--- config.mk ---
export PLATFORM = sky130hd
export DESIGN_NAME = instruction_loader
export DESIGN_NICKNAME = d
export VERILOG_FILES = /design/src/rtl/instruction_loader.sv
export SDC_FILE = /design/constraint.sdc
export NUM_CORES = 1
export LEC_CHECK = 0
export CORE_MARGIN = 1.5
export CORE_UTILIZATION = 35
export CTS_CLUSTER_DIAMETER = 50
export DETAILED_ROUTE_END_ITERATION = 8
export PLACE_DENSITY = 0.6
export SLEW_MARGIN = 20
export SYNTH_ARGS = -nofsm -noshare
export SYNTH_HDL_FRONTEND = slang
export SYNTH_SLANG_ARGS = --single-unit
--- constraint.sdc ---
create_clock -name i_clk -period 2.4 [get_ports i_clk]
set_clock_uncertainty 0.15 [all_clocks]
set_input_delay 0.36 -clock i_clk [delete_from_list [all_inputs] [get_ports i_clk]]
set_output_delay 0.36 -clock i_clk [all_outputs]
set_load 0.01 [all_outputs]
--- src/rtl/instruction_loader.sv ---
// rtl/instruction_loader.sv - byte-stream to instruction-memory loader
//
// Assembles a valid/ready byte stream into little-endian 32-bit words and
// writes them to instruction memory at consecutive word addresses from 0.
//
// Ports:
//   i_clk, i_rst        clock, synchronous active-high reset
//   i_start             begin a load (sampled in IDLE only)
//   i_num_words         number of words to load, sampled with i_start
//   i_byte_valid/i_byte stream input
//   o_byte_ready        loader accepts a byte this cycle (RECV)
//   o_we/o_waddr/o_wdata instruction memory write port
//   o_busy              load in progress (RECV, WRITE, DONE)
//   o_done              one-cycle pulse on completion
//   o_error             one-cycle pulse on a rejected start
module instruction_loader #(
    parameter int MEM_SIZE   = 1024,
    parameter int AW         = $clog2(MEM_SIZE),
    parameter int NW         = $clog2(MEM_SIZE / 4) + 1,
    parameter int INST_WIDTH = 32
) (
    input  logic                  i_clk,
    input  logic                  i_rst,
    input  logic                  i_start,
    input  logic [NW-1:0]         i_num_words,
    input  logic                  i_byte_valid,
    input  logic [7:0]            i_byte,
    output logic                  o_byte_ready,
    output logic                  o_we,
    output logic [AW-1:0]         o_waddr,
    output logic [INST_WIDTH-1:0] o_wdata,
    output logic                  o_busy,
    output logic                  o_done,
    output logic                  o_error
);

    localparam logic [NW-1:0] MAX_WORDS = NW'(MEM_SIZE / 4);

    typedef enum logic [1:0] {
        IDLE  = 2'd0,
        RECV  = 2'd1,
        WRITE = 2'd2,
        DONE  = 2'd3
    } state_t;

    state_t                  state_q;
    logic [NW-1:0]           count_q;
    logic [NW-1:0]           word_cnt_q;
    logic [AW-1:0]           addr_q;
    logic [1:0]              byte_idx_q;
    logic [INST_WIDTH-1:0]   asm_q;
    logic                    error_q;

    always_ff @(posedge i_clk) begin
        if (i_rst) begin
            state_q    <= IDLE;
            count_q    <= '0;
            word_cnt_q <= '0;
            addr_q     <= '0;
            byte_idx_q <= '0;
            asm_q      <= '0;
            error_q    <= 1'b0;
        end else begin
            error_q <= 1'b0;
            case (state_q)
                IDLE: begin
                    if (i_start) begin
                        if (i_num_words > MAX_WORDS) begin
                            error_q <= 1'b1;
                        end else if (i_num_words == '0) begin
                            state_q <= DONE;
                        end else begin
                            count_q    <= i_num_words;
                            word_cnt_q <= '0;
                            addr_q     <= '0;
                            byte_idx_q <= '0;
                            state_q    <= RECV;
                        end
                    end
                end
                RECV: begin
                    // Ready is constant in RECV, so valid alone marks acceptance.
                    if (i_byte_valid) begin
                        asm_q[{byte_idx_q, 3'b000} +: 8] <= i_byte;
                        byte_idx_q <= byte_idx_q + 2'd1;
                        if (byte_idx_q == 2'd3) begin
                            state_q <= WRITE;
                        end
                    end
                end
                WRITE: begin
                    addr_q     <= addr_q + AW'(4);
                    word_cnt_q <= word_cnt_q + NW'(1);
                    byte_idx_q <= '0;
                    state_q    <= (word_cnt_q + NW'(1) == count_q) ? DONE : RECV;
                end
                DONE: begin
                    state_q <= IDLE;
                end
                default: begin
                    state_q <= IDLE;
                end
            endcase
        end
    end

    // Moore outputs decoded straight from the state register.
    assign o_byte_ready = (state_q == RECV);
    assign o_we         = (state_q == WRITE);
    assign o_done       = (state_q == DONE);
    assign o_busy       = (state_q != IDLE);
    assign o_error      = error_q;
    assign o_waddr      = addr_q;
    assign o_wdata      = asm_q;

endmodule

# Word level (Yosys, flattened, before mapping)
# Cells that the tools add are included.
# Widths: inputs -> output; s select.
[totals]
input_bits = 21
ff_bits = 65
elab_cells = 61
output_inout_bits = 47
[classes]
bitwise_logic = 4
n_addsub = 4
n_reduce_logical = 11
eq_ne = 10
magnitude_cmp = 1
shifts = 2
n_mux = 22
[ops]
columns = ["op", "count"]
rows = [
  ["$bwmux 32", 1],
  ["$shift 8x7->32 const A", 1],
  ["$shiftx 8x7->32", 1],
  ["$mux 10", 3],
  ["$mux 9", 3],
  ["$mux 2", 10],
  ["$pmux 10 s2", 1],
  ["$pmux 9 s2", 1],
  ["$reduce_and 4->1", 3],
  ["$add 10x3->10 const B", 1],
  ["$add 9x1->9 const B", 1],
  ["$eq 9x9->1", 1],
  ["$gt 9x9->1 const B", 1],
  ["$logic_not 9->1", 1],
  ["$ne 2x2->1 const B", 4],
  ["$pmux 2 s4", 1],
  ["$neg 5->7", 1],
  ["$eq 2x2->1 const B", 3],
  ["$pmux 2 s3", 1],
  ["$reduce_and 5->1", 1],
  ["$not 1->1", 4],
  ["$reduce_bool 2->1", 2],
  ["$reduce_bool 3->1", 1],
  ["$reduce_or 3->1", 1],
  ["other kinds (6)", 6],
]

# Depth between registers and ports, before layout
# Gate-level depths: netlist of run 1.
[depth]
depth_word = 5
mapped_depth = 11
depth_no_buf = 10

# Least setup slack after synthesis of run 1
# OpenSTA, ideal clock, no wires.
[synth_timing]
path_kind = "input to register"
from = "input port i_num_words[7]"
to = "register word_cnt_q[5]"
t_required_ns = 2.122
arrival_time_ns = 1.808
path_buffers = 1
setup_ns = 0.128
cell_stages = 11
slack_ns = 0.314
cell_sequence = "nor4_1 nand2_1 inv_1 ha_1 nor2_1 a21o_1 nand2_1 buf_4 o21ai_1 a21oi_1 nor2_1"
[synth_via]
elab_chain_len = 3
elab_cells_between_ends = 5
classes_between = "order compare (1); eq/ne (2); reduce/logical (2)"
[synth_rtl]
columns = ["item", "line", "rtl"]
rows = [
  ["start, declared", "25", "input logic [NW-1:0] i_num_words,"],
  ["$gt 9x9->1 / $logic_not 9->1 (equally long branches)", "68, 70", ""],
  ["$ne 2x2->1 (no source line)", "n/a", ""],
  ["$reduce_and 4->1 (no source line) *", "n/a", ""],
  ["end signal, assigned", "93", "word_cnt_q <= word_cnt_q + NW'(1);"],
  ["end, declared", "48", "logic [NW-1:0] word_cnt_q;"],
]
# Mark *: on every way between the ends. The rest lies on a longest branch, timed or not.
# A chain may end at the register's enable or synchronous reset.

# Worst setup path in the final report of run 1
[layout_timing]
from = "input port i_num_words[7]"
to = "register state_q[1]"
[layout_via]
elab_chain_len = 5
elab_cells_between_ends = 8
classes_between = "order compare (1); eq/ne (1); mux (4); reduce/logical (2)"
[layout_rtl]
columns = ["item", "line", "rtl"]
rows = [
  ["parallel branches: the longest is 5 deep, another holds $gt 9x9->1", "n/a", ""],
  ["end signal, assigned", "95", "state_q <= (word_cnt_q + NW'(1) == count_q) ? DONE : RECV;"],
  ["end, declared", "46", "state_t state_q;"],
]
# Parallel ways; which one is timed is not known. The select of a mux whose other input is x is not followed.

==> reports/qor.log, run 1 <==
INFO  outcome        run_status=finished clean
INFO  sta            post-route-period-util=0.9943
INFO  setup_path     worstRegToRegCells=8
INFO  die            start_util=0.3639
INFO  clocking       tritoncts=yes
INFO  die            die_footprint=9196µm²
INFO  sta            finalSetupViolCount=0
INFO  global_route   vias_in_the_first_global_route=2534
INFO  synth          synth_compound_area_frac=0.1848
INFO  clocking       cts-root-buf=sky130_fd_sc_hd__clkbuf_8
INFO  global_route   grt_antenna_before_repair=0
INFO  die            floorplan.die.height=95.90µm
INFO  finish         multi_input_area=1654µm²
INFO  synth          number_of_enable_type_register_cells_in_the_synthesized_netlist=0
INFO  die            die-width=95.90µm
INFO  synth          syn_avg_cell_area=8.989µm²
INFO  min_path       whs_path_depth=2
INFO  sta            finalWorstPathRequiredPeriod=2.386ns
INFO  sta            timing.final.hold_violations=0
INFO  synth          yosys_warnings=0
INFO  finish         antenna_cells=0
INFO  finish         drive_gt1_frac=0.1445
INFO  route          routed-via-count=2668
INFO  route          ant_nets=0
INFO  global_route   groute.usage.overall=0.1721
INFO  route          totalWireLength=7.451mm
INFO  synth          synth.yosys.seq_area_share=0.4176
INFO  setup_path     cp-start-kind=input pin
INFO  pwr            vdd_ir_drop_max=0.4125mV
INFO  synth          postSynthCellCount=336
INFO  sta            fin_max_slew_vios=0
INFO  route          wl_per_cell=14.14µm
INFO  min_path       min-delay-path-class=input pin to flop
INFO  pwr            power_per_unit_of_standard_cell_area=776.4nW/µm²
INFO  synth          post_synth_mux_area_share=0.006628
INFO  setup_path     critical_path_peak_fanout=4
INFO  die            row_count=33
INFO  sta            setup_total_negative_slack=0ns
INFO  clocking       cts_made_buffers=9
INFO  synth          yosys.cell_types.count=49
INFO  sta            finalHoldWorstSlack=0.2980ns
INFO  clocking       cts_htree_levels=3
INFO  clocking       clock_path_buffers=2
INFO  setup_path     cp.arrival=2.51ns
INFO  global_route   first_pass_grt_wire_length=12.06mm
INFO  synth          xor_and_xnor_area_share_after_synthesis=0.05510
INFO  die            design.core.area=8299µm²
INFO  synth          synth_seq_cells=63
INFO  placement      gp_congestion=0.8114
INFO  synth          synthAdderAreaFrac=0.06214
INFO  clocking       cts_num_sinks=63
INFO  synth          yosys_most_used_dff=sky130_fd_sc_hd__dfxtp_1
INFO  setup_path     worst-endpoint-required=2.52ns
INFO  route          drt-vias-per-instance=5.063
INFO  synth          yosys.area_share.simple=0.2245
INFO  clocking       worst_skew_pair.late_latency=0.33ns
INFO  sta            slew-limit-headroom=0.6597
INFO  global_route   grt_max_degree=26
INFO  finish         fillCellCount=791
INFO  finish         area.growth.synth_to_final=36.83%
INFO  setup_path     crit_path_end_kind=flop
INFO  sta            fmax=419.1MHz
INFO  clocking       clock_pin_slew_of_the_registers_on_the_worst_case_setup_and_hold_paths=0.07ns
INFO  placement      place.port_buffers=65
INFO  clocking       cts_hold_fix_bufs=0
INFO  finish         regArea=1261µm²
INFO  finish         final_net_count=453
INFO  die            number_of_ports_placed_on_the_die_boundary=68
INFO  route          detail_route.first_pass.iterations=4
INFO  pwr            totalPowerFinal=3.209mW
INFO  pwr            static_leakage=1.556nW
INFO  sta            worst_slew_pin_slew=0.5082ns
INFO  synth          synth_top_family_by_area=simple AND/OR/NAND/NOR gates
INFO  route          drc=0
INFO  global_route   globalRoute.totalOverflow=0
INFO  setup_path     criticalPathCategory=input pin to flop
INFO  finish         finish.utilization=0.4980
INFO  placement      hpwlAfterDp=5.533mm
INFO  synth          async_reset_ff_frac=0
INFO  route          drt_iter0_drc=84
INFO  synth          syn-cell-area=3020µm²
INFO  flow_run       number_of_violations_of_the_max_capacitance_limit=0
## power by group
group | switching, mW | leakage (nW) | internal [mW]
Clock | 0.438 | 0.109 | 0.618
Combinational | 0.528 | 0.937 | 0.453
Sequential | 0.0606 | 0.509 | 1.11
## path summary, 6_finish.rpt
| kind | start | endpoint | slack, ns |
|---|---|---|---|
| setup / recovery | i_num_words[7] | state_q[1]$_SDFFE_PP0P_ | 0.01 |
| hold / removal | i_rst | byte_idx_q[1]$_SDFFE_PP0P_ | 0.30 |
| setup reg to reg | state_q[0]$_SDFFE_PP0P_ | o_waddr[7]$_SDFFE_PP0P_ | 0.41 |
| hold reg to reg | count_q[0]$_SDFFE_PP0P_ | count_q[0]$_SDFFE_PP0P_ | 0.33 |
## cell usage after synthesis (7+ instances only)
library cell                n  area share
sky130_fd_sc_hd__xnor2_1    9       0.026
sky130_fd_sc_hd__xor2_1    10       0.029
sky130_fd_sc_hd__clkbuf_1   7      0.0087
sky130_fd_sc_hd__nand3_1    8       0.013
sky130_fd_sc_hd__ha_1      15       0.062
sky130_fd_sc_hd__inv_1     12       0.015
sky130_fd_sc_hd__a21oi_1   20       0.033
sky130_fd_sc_hd__nand2_1   26       0.032
sky130_fd_sc_hd__nor2_1    52       0.065
sky130_fd_sc_hd__dfxtp_1   63        0.42
sky130_fd_sc_hd__a22oi_1   35       0.087
sky130_fd_sc_hd__o21ai_1   11       0.018
## critical path: stages
cell and delay, ns:
sky130_fd_sc_hd__clkdlybuf4s50_1 0.46, sky130_fd_sc_hd__nor4_2 0.33, sky130_fd_sc_hd__nand2_1 0.18, sky130_fd_sc_hd__ha_4 0.21, sky130_fd_sc_hd__buf_4 0.13, sky130_fd_sc_hd__nand2b_1 0.15
sky130_fd_sc_hd__a22oi_2 0.19, sky130_fd_sc_hd__nor2_1 0.08, sky130_fd_sc_hd__nor3_1 0.17, sky130_fd_sc_hd__nand4_1 0.11, sky130_fd_sc_hd__o21ai_1 0.13
## registers in the layout (all words and copies together), names as in the netlist
signal and flops:
word_cnt_q 9, o_error 1, o_waddr 8, byte_idx_q 2
state_q 2, count_q 9, o_wdata 32
## per-stage QoR
stage          instances  area, µm²  setup WS [ns]
3_5_place_dp         511       3866        -0.3188
6_report             527       4133        0.01369
4_1_cts              527       4096        0.04294
5_1_grt              527       4133        -0.1198
2_1_floorplan        337       3024         0.3142
3_3_place_gp         511       3866        -0.2884
## kinds of logic (layout without fill, tap and decap cells)
group,Yosys count,after routing
buffers and inverters,31,116
flip-flops,63,63
AO/OA/AOI/OAI,79,79
multiplexers,2,2
adder cells (fa/ha/maj),15,15
AND/OR/NAND/NOR,126,126
other,1,2
XOR/XNOR,19,19
## metal layers
metal | GRT usage | wire (µm) | up-vias
met1 | 0.2048 | 3196 | 1252
met3 | 0.05766 | 496 | 15
met2 | 0.2835 | 3585 | 58
met4 | 0.06985 | 174 | 0
met5 | 0 | 0 | -
li1 | - | - | 1343
## what timing repair did
item	CTS	global route
resized for setup	0	8
setup buffers	0	0
setup endpoints to repair	0	21
hold endpoints to repair	0	0
## layout by cell type (no fill, tap or decap), drive strengths merged, types with 2 or more instances in the layout
cell type,count
ha,15
conb,2
nand4,5
inv,15
bufinv,2
clkdlybuf4s50,64
a21oi,20
nor3,2
nand3,11
clkinvlp,2
clkbuf,10
o32ai,2
nand2,28
or3,4
a21o,2
nor4b,3
nor4,5
xnor2,9
nor3b,2
and3,5
buf,22
a22oi,36
mux2i,2
o21ai,11
nor2,55
dfxtp,63
xor2,10
## cell type report
class / instances / share of cell area
inverters: 14 / 0.01272
multi-input cells: 243 / 0.4002
clock inverters: 6 / 0.02240
repair buffers: 86 / 0.1944
clock buffers: 10 / 0.03330
flip-flops and latches: 63 / 0.3052
well taps: 105 / 0.03179
Power figures use the tool's default switching activity.
==> run 2: changes to the inputs <==
SETUP_SLACK_MARGIN = 0.15   (was default)
==> reports/qor.log, run 2 (synthesis gave the netlist of run 1 again) <==
INFO  global_route   first_pass_grt_wire_length=12.05mm [about the same]
INFO  clocking       clock_pin_slew_of_the_registers_on_the_worst_case_setup_and_hold_paths=0.08ns [about the same]
INFO  finish         final_cells=531 [+0.76%]
INFO  global_route   grt_max_degree=26 [unchanged]
INFO  finish         drive_gt1_frac=0.1761 [+0.03151]
INFO  clocking       cts_htree_levels=3 [unchanged]
INFO  route          detail_route.first_pass.iterations=4 [unchanged]
INFO  die            design.core.area=8299µm² [unchanged]
INFO  finish         area.growth.synth_to_final=40.35%
INFO  finish         layout.cells.most_common=sky130_fd_sc_hd__dfxtp_1
INFO  route          wl_per_cell=14.16µm [+0.15%]
INFO  sta            finalWorstPathRequiredPeriod=2.225ns [-0.1613 ns]
INFO  die            floorplan.die.height=95.90µm [unchanged]
INFO  finish         fillCellCount=778 [-1.6%]
INFO  pwr            power_per_unit_of_standard_cell_area=781.3nW/µm² [+0.62%]
INFO  clocking       clock_path_buffers=2 [unchanged]
INFO  finish         final_net_count=457 [+0.88%]
INFO  sta            slew-limit-headroom=0.6578 [-0.001985]
INFO  setup_path     slowest_stage=sky130_fd_sc_hd__clkdlybuf4s50_1
INFO  clocking       tritoncts=yes
INFO  setup_path     cp.arrival=2.34ns [-0.17 ns]
INFO  setup_path     critical_path.max_stage_delay=0.45ns [about the same]
INFO  finish         mostFrequentLayoutCells=sky130_fd_sc_hd__dfxtp_1, sky130_fd_sc_hd__clkdlybuf4s50_1, sky130_fd_sc_hd__nor2_1
INFO  setup_path     criticalPathCategory=input pin to flop
INFO  clocking       worst_skew_pair.late_latency=0.33ns [about the same]
INFO  die            die_footprint=9196µm² [unchanged]
INFO  setup_path     critical_path_peak_fanout=5 [+1]
INFO  sta            post-route-period-util=0.9271 [-0.06721]
INFO  die            die-width=95.90µm [unchanged]
INFO  sta            fmax=449.4MHz [+7.2%]
INFO  pwr            vdd_ir_drop_max=0.4273mV [+3.6%]
INFO  setup_path     crit_path_end_kind=flop
INFO  setup_path     worst-endpoint-required=2.52ns [about the same]
INFO  global_route   grt_antenna_before_repair=0 [unchanged]
INFO  sta            grt_setup_unrepaired=true
INFO  placement      placement.cell_area=3866µm² [unchanged]
INFO  global_route   vias_in_the_first_global_route=2535 [+0.039%]
INFO  route          routed-via-count=2686 [+0.67%]
INFO  setup_path     timing.critical_path.max_delay_family=simple AND/OR/NAND/NOR gates
INFO  finish         design_area=4239µm² [+2.6%]
INFO  sta            finalSetupViolCount=0 [unchanged]
INFO  finish         max_reg_flops=32 [unchanged]
INFO  placement      place.port_buffers=65 [unchanged]
INFO  finish         antenna_cells=0 [unchanged]
INFO  min_path       min-delay-path-class=input pin to flop
INFO  placement      hpwlAfterDp=5.533mm [unchanged]
INFO  route          ant_nets=0 [unchanged]
INFO  global_route   globalRoute.totalOverflow=0 [unchanged]
INFO  placement      gp_congestion=0.8114 [unchanged]
INFO  sta            finalWorstSetupSlack=0.1750ns [+0.1613 ns]
INFO  route          totalWireLength=7.519mm [+0.91%]
INFO  route          drt_iter0_drc=83 [-1.2%]
INFO  clocking       cts-root-buf=sky130_fd_sc_hd__clkbuf_8
INFO  die            start_util=0.3639 [unchanged]
INFO  die            number_of_ports_placed_on_the_die_boundary=68 [unchanged]
INFO  sta            fin_max_slew_vios=0 [unchanged]
INFO  sta            finalHoldWorstSlack=0.1696ns [-0.1284 ns]
INFO  pwr            static_leakage=1.631nW [+4.8%]
INFO  clocking       cts_hold_fix_bufs=0 [unchanged]
INFO  flow_run       number_of_violations_of_the_max_capacitance_limit=0 [unchanged]
INFO  sta            timing.final.hold_violations=0 [unchanged]
INFO  clocking       cts_made_buffers=9 [unchanged]
INFO  route          drt-vias-per-instance=5.058 [about the same]
INFO  outcome        run_status=finished clean
INFO  setup_path     cp-start-kind=input pin
INFO  clocking       cts_num_sinks=63 [unchanged]
INFO  setup_path     cp_cell_sequence=clkdlybuf4s50_1 > nor4_2 > nand2_1 > ha_4 > nor2_1 > a21o_1 > nand2_2 > or3_4 > a21oi_2
INFO  placement      place_ws=-0.3188ns [unchanged]
INFO  sta            worst_slew_pin_slew=0.5112ns [+0.002965 ns]
INFO  placement      numPlacedInstances=511 [unchanged]
INFO  finish         finish.utilization=0.5108 [+0.01281]
INFO  die            row_count=33 [unchanged]
INFO  route          drc=0 [unchanged]
INFO  global_route   groute.usage.overall=0.1720 [about the same]
INFO  setup_path     timing.critical_path.buf_inv=1 [-1]
-- run 2: cell count changes in the layout (fill, tap and decap cells not counted), sizes merged --
cell	before	now
clkdlybuf4s50	64	58
dlymetal6s2s	0	6
buf	22	25
nand2	28	29
-- run 2: final timing paths --
path | start | to | slack (ns) | depth (start not counted)
worst min-delay path | i_num_words[4] | count_q[4]$_SDFFE_PP0P_ | 0.17 | 3
worst max-delay path | i_num_words[7] | word_cnt_q[6]$_SDFFE_PP0P_ | 0.17 | 9
worst min register to register | count_q[0]$_SDFFE_PP0P_ | count_q[0]$_SDFFE_PP0P_ | 0.33 | 2
worst max register to register | state_q[1]$_SDFFE_PP0P_ | o_waddr[7]$_SDFFE_PP0P_ | 0.45 | 8
-- run 2: final cells by class --
class	count	area [µm²]	share of cell area
multi-input cells	244	1704	0.4020
inverters	14	52.55	0.01240
well taps	105	131.4	0.03099
clock buffers	10	137.6	0.03247
repair buffers	89	857.1	0.2022
flip-flops and latches	63	1264	0.2981
clock inverters	6	92.59	0.02184
-- run 2: worst min-delay path: stages --
cell	delay [ns]
sky130_fd_sc_hd__dlymetal6s2s_1	0.14
sky130_fd_sc_hd__nand2_1	0.06
sky130_fd_sc_hd__a21oi_1	0.05
-- run 2: through the flow --
stage	setup TNS, ns	power [mW]
CTS	0	3.279
detailed placement	-5.445	2.159
global route	0	3.488
global placement	-5.163	2.146
finish	0	3.312
floorplan	0	1.813
-- run 2: what timing repair did --
| action | 4_1_cts | 5_1_grt |
|---|---|---|
| setup endpoints to repair | 20 | 24 |
| pin swaps | 1 | 13 |
| cloned | 0 | 1 |
| buffers inserted | 1 | 2 |
| hold endpoints to repair | 0 | 0 |
| resized for setup | 5 | 21 |
-- run 2: report_power, final --
group | switching (mW) | internal (mW)
clock network | 0.441 | 0.618
registers | 0.0661 | 1.11
logic | 0.558 | 0.514
total | 1.07 | 2.25
-- run 2: metal layers --
layer	GRT usage	vias up	wire, µm
li1	-	1350	-
met1	0.2044	1259	3211
met2	0.2835	61	3618
met3	0.05766	16	493
met4	0.06985	0	196
met5	0	-	0
==> run 3: changes to the inputs <==
TNS_END_PERCENT = 50   (was default)
==> reports/qor.log, run 3 (synthesis gave the netlist of run 1 again) <==
INFO  setup_path     worst-endpoint-required=1.89ns [-0.63 ns]
INFO  setup_path     worst-r2r-setup-slack=0.46ns [about the same]
INFO  finish         final_net_count=457 [unchanged]
INFO  finish         final_cells=531 [unchanged]
INFO  placement      placement.cell_area=3866µm² [unchanged]
INFO  finish         fillCellCount=785 [+0.90%]
INFO  flow_run       number_of_violations_of_the_max_capacitance_limit=0 [unchanged]
INFO  die            row_count=33 [unchanged]
INFO  sta            finalSetupViolCount=0 [unchanged]
INFO  sta            post-route-period-util=0.9292 [+0.002128]
INFO  clocking       worst_skew_pair.late_latency=0.33ns [about the same]
INFO  sta            timing.final.hold_violations=0 [unchanged]
INFO  clocking       cts_num_sinks=63 [unchanged]
INFO  setup_path     crit_path_end_kind=output port
INFO  finish         max_reg_flops=32 [unchanged]
INFO  global_route   first_pass_grt_wire_length=12.07mm [+0.12%]
INFO  global_route   globalRoute.totalOverflow=0 [unchanged]
INFO  sta            finalWorstPathRequiredPeriod=2.230ns [+0.005108 ns]
INFO  global_route   groute.usage.overall=0.1721 [about the same]
INFO  placement      gp_congestion=0.8114 [unchanged]
INFO  clocking       cts_made_buffers=9 [unchanged]
INFO  route          detail_route.first_pass.iterations=4 [unchanged]
INFO  global_route   grt_antenna_before_repair=0 [unchanged]
INFO  finish         mostFrequentLayoutCells=sky130_fd_sc_hd__dfxtp_1, sky130_fd_sc_hd__clkdlybuf4s50_1, sky130_fd_sc_hd__nor2_1
INFO  sta            worst_slew_pin_slew=0.5105ns [-0.0006528 ns]
INFO  placement      place.port_buffers=65 [unchanged]
INFO  pwr            vdd_ir_drop_max=0.4223mV [-1.2%]
INFO  outcome        run_status=finished clean
INFO  finish         antenna_cells=0 [unchanged]
INFO  setup_path     critical_path_peak_fanout=5 [unchanged]
INFO  route          ant_nets=0 [unchanged]
INFO  clocking       cts_htree_levels=3 [unchanged]
INFO  sta            slew-limit-headroom=0.6582 [about the same]
INFO  sta            grt_setup_unrepaired=true
INFO  pwr            power_per_unit_of_standard_cell_area=778.1nW/µm² [-0.41%]
INFO  sta            fmax=448.4MHz [-0.23%]
INFO  setup_path     critical_path.max_stage_delay=0.53ns [+0.08 ns]
INFO  placement      numPlacedInstances=511 [unchanged]
INFO  die            number_of_ports_placed_on_the_die_boundary=68 [unchanged]
INFO  setup_path     timing.critical_path.buf_inv=3 [+2]
INFO  clocking       clock_path_buffers=2 [unchanged]
INFO  clocking       tritoncts=yes
INFO  setup_path     timing.critical_path.max_delay_family=buffers and inverters
INFO  clocking       cts-root-buf=sky130_fd_sc_hd__clkbuf_8
INFO  placement      hpwlAfterDp=5.533mm [unchanged]
INFO  clocking       clock_pin_slew_of_the_registers_on_the_worst_case_setup_and_hold_paths=0.08ns [about the same]
INFO  setup_path     cp_cell_sequence=inv_1 > ha_2 > inv_1 > clkdlybuf4s50_1
INFO  route          drt-vias-per-instance=5.062 [about the same]
INFO  min_path       min-delay-path-class=input pin to flop
INFO  setup_path     cp-start-kind=flop
INFO  route          wl_per_cell=14.10µm [-0.43%]
INFO  global_route   vias_in_the_first_global_route=2535 [unchanged]
INFO  die            start_util=0.3639 [unchanged]
INFO  sta            fin_max_slew_vios=0 [unchanged]
INFO  finish         area.growth.synth_to_final=39.85%
INFO  die            die_footprint=9196µm² [unchanged]
INFO  die            floorplan.die.height=95.90µm [unchanged]
INFO  die            die-width=95.90µm [unchanged]
INFO  finish         drive_gt1_frac=0.1690 [-0.007042]
INFO  pwr            static_leakage=1.649nW [+1.1%]
INFO  route          routed-via-count=2688 [+0.074%]
INFO  route          drc=0 [unchanged]
INFO  route          totalWireLength=7.487mm [-0.43%]
INFO  setup_path     slowest_stage=sky130_fd_sc_hd__clkdlybuf4s50_1
INFO  finish         layout.cells.most_common=sky130_fd_sc_hd__dfxtp_1
INFO  die            design.core.area=8299µm² [unchanged]
INFO  finish         design_area=4224µm² [-0.35%]
INFO  setup_path     worst_path_most_repeated_cell=sky130_fd_sc_hd__inv_1
INFO  route          drt_iter0_drc=92 [+11%]
INFO  setup_path     criticalPathCategory=flop to output port
INFO  global_route   grt_max_degree=26 [unchanged]
INFO  setup_path     cp.arrival=1.72ns [-0.62 ns]
[run 3: power breakdown]
| part | leakage [nW] | internal [mW] | switching [mW] |
|---|---|---|---|
| sequential | 0.509 | 1.11 | 0.0627 |
| combinational | 1.03 | 0.501 | 0.554 |
| clock | 0.109 | 0.618 | 0.440 |
[run 3: layout make-up]
| cell class | count | area, µm² | share of cell area |
|---|---|---|---|
| inverter | 14 | 52.55 | 0.01244 |
| clock buffer | 10 | 137.6 | 0.03258 |
| clock inverter | 6 | 92.59 | 0.02192 |
| tap | 105 | 131.4 | 0.03110 |
| timing repair buffer | 89 | 858.3 | 0.2032 |
| sequential | 63 | 1261 | 0.2986 |
| multi-input combinational | 244 | 1690 | 0.4002 |
[run 3: worst min-delay path, stage by stage]
cell and delay (ns):
sky130_fd_sc_hd__dlymetal6s2s_1 0.14, sky130_fd_sc_hd__nand2_1 0.06, sky130_fd_sc_hd__a21oi_1 0.05
[run 3: metal layers]
layer	global-route usage	share of wire	wire, µm	up-vias
li1	-	-	-	1352
met1	0.2048	0.43	3256	1265
met2	0.2835	0.48	3612	57
met3	0.05766	0.060	450	14
met4	0.06985	0.022	167	0
met5	0	0	0	-
[run 3: timing repair]
action,4_1_cts,5_1_grt
gates resized for setup,3,20
pin swaps,1,11
buffers inserted,1,2
setup endpoints to repair,20,24
hold buffers,0,0
gates cloned,0,1
[run 3: metrics by stage]
| step | worst slack, ns | hold WS, ns | util | power, mW | TNS, ns |
|---|---|---|---|---|---|
| 2_1_floorplan | 0.3142 | 0.2978 | - | 1.813 | 0 |
| 3_3_place_gp | -0.2884 | 0.3126 | 0.4659 | 2.146 | -5.163 |
| 3_5_place_dp | -0.3188 | 0.3181 | 0.4659 | 2.159 | -5.445 |
| 4_1_cts | 0.09894 | 0.2952 | 0.4975 | 3.274 | 0 |
| 5_1_grt | 0.07068 | 0.1660 | 0.5090 | 3.464 | 0 |
| 6_report | 0.1699 | 0.1703 | 0.5090 | 3.287 | 0 |
[run 3: worst paths after layout]
path	cells after the start	startpoint	to
worst max-delay path	4	state_q[1]$_SDFFE_PP0P_	o_busy
worst min-delay path	3	i_num_words[4]	count_q[4]$_SDFFE_PP0P_
worst max register to register	5	byte_idx_q[1]$_SDFFE_PP0P_	o_wdata[12]$_SDFFE_PP0P_
worst min register to register	2	count_q[0]$_SDFFE_PP0P_	count_q[0]$_SDFFE_PP0P_
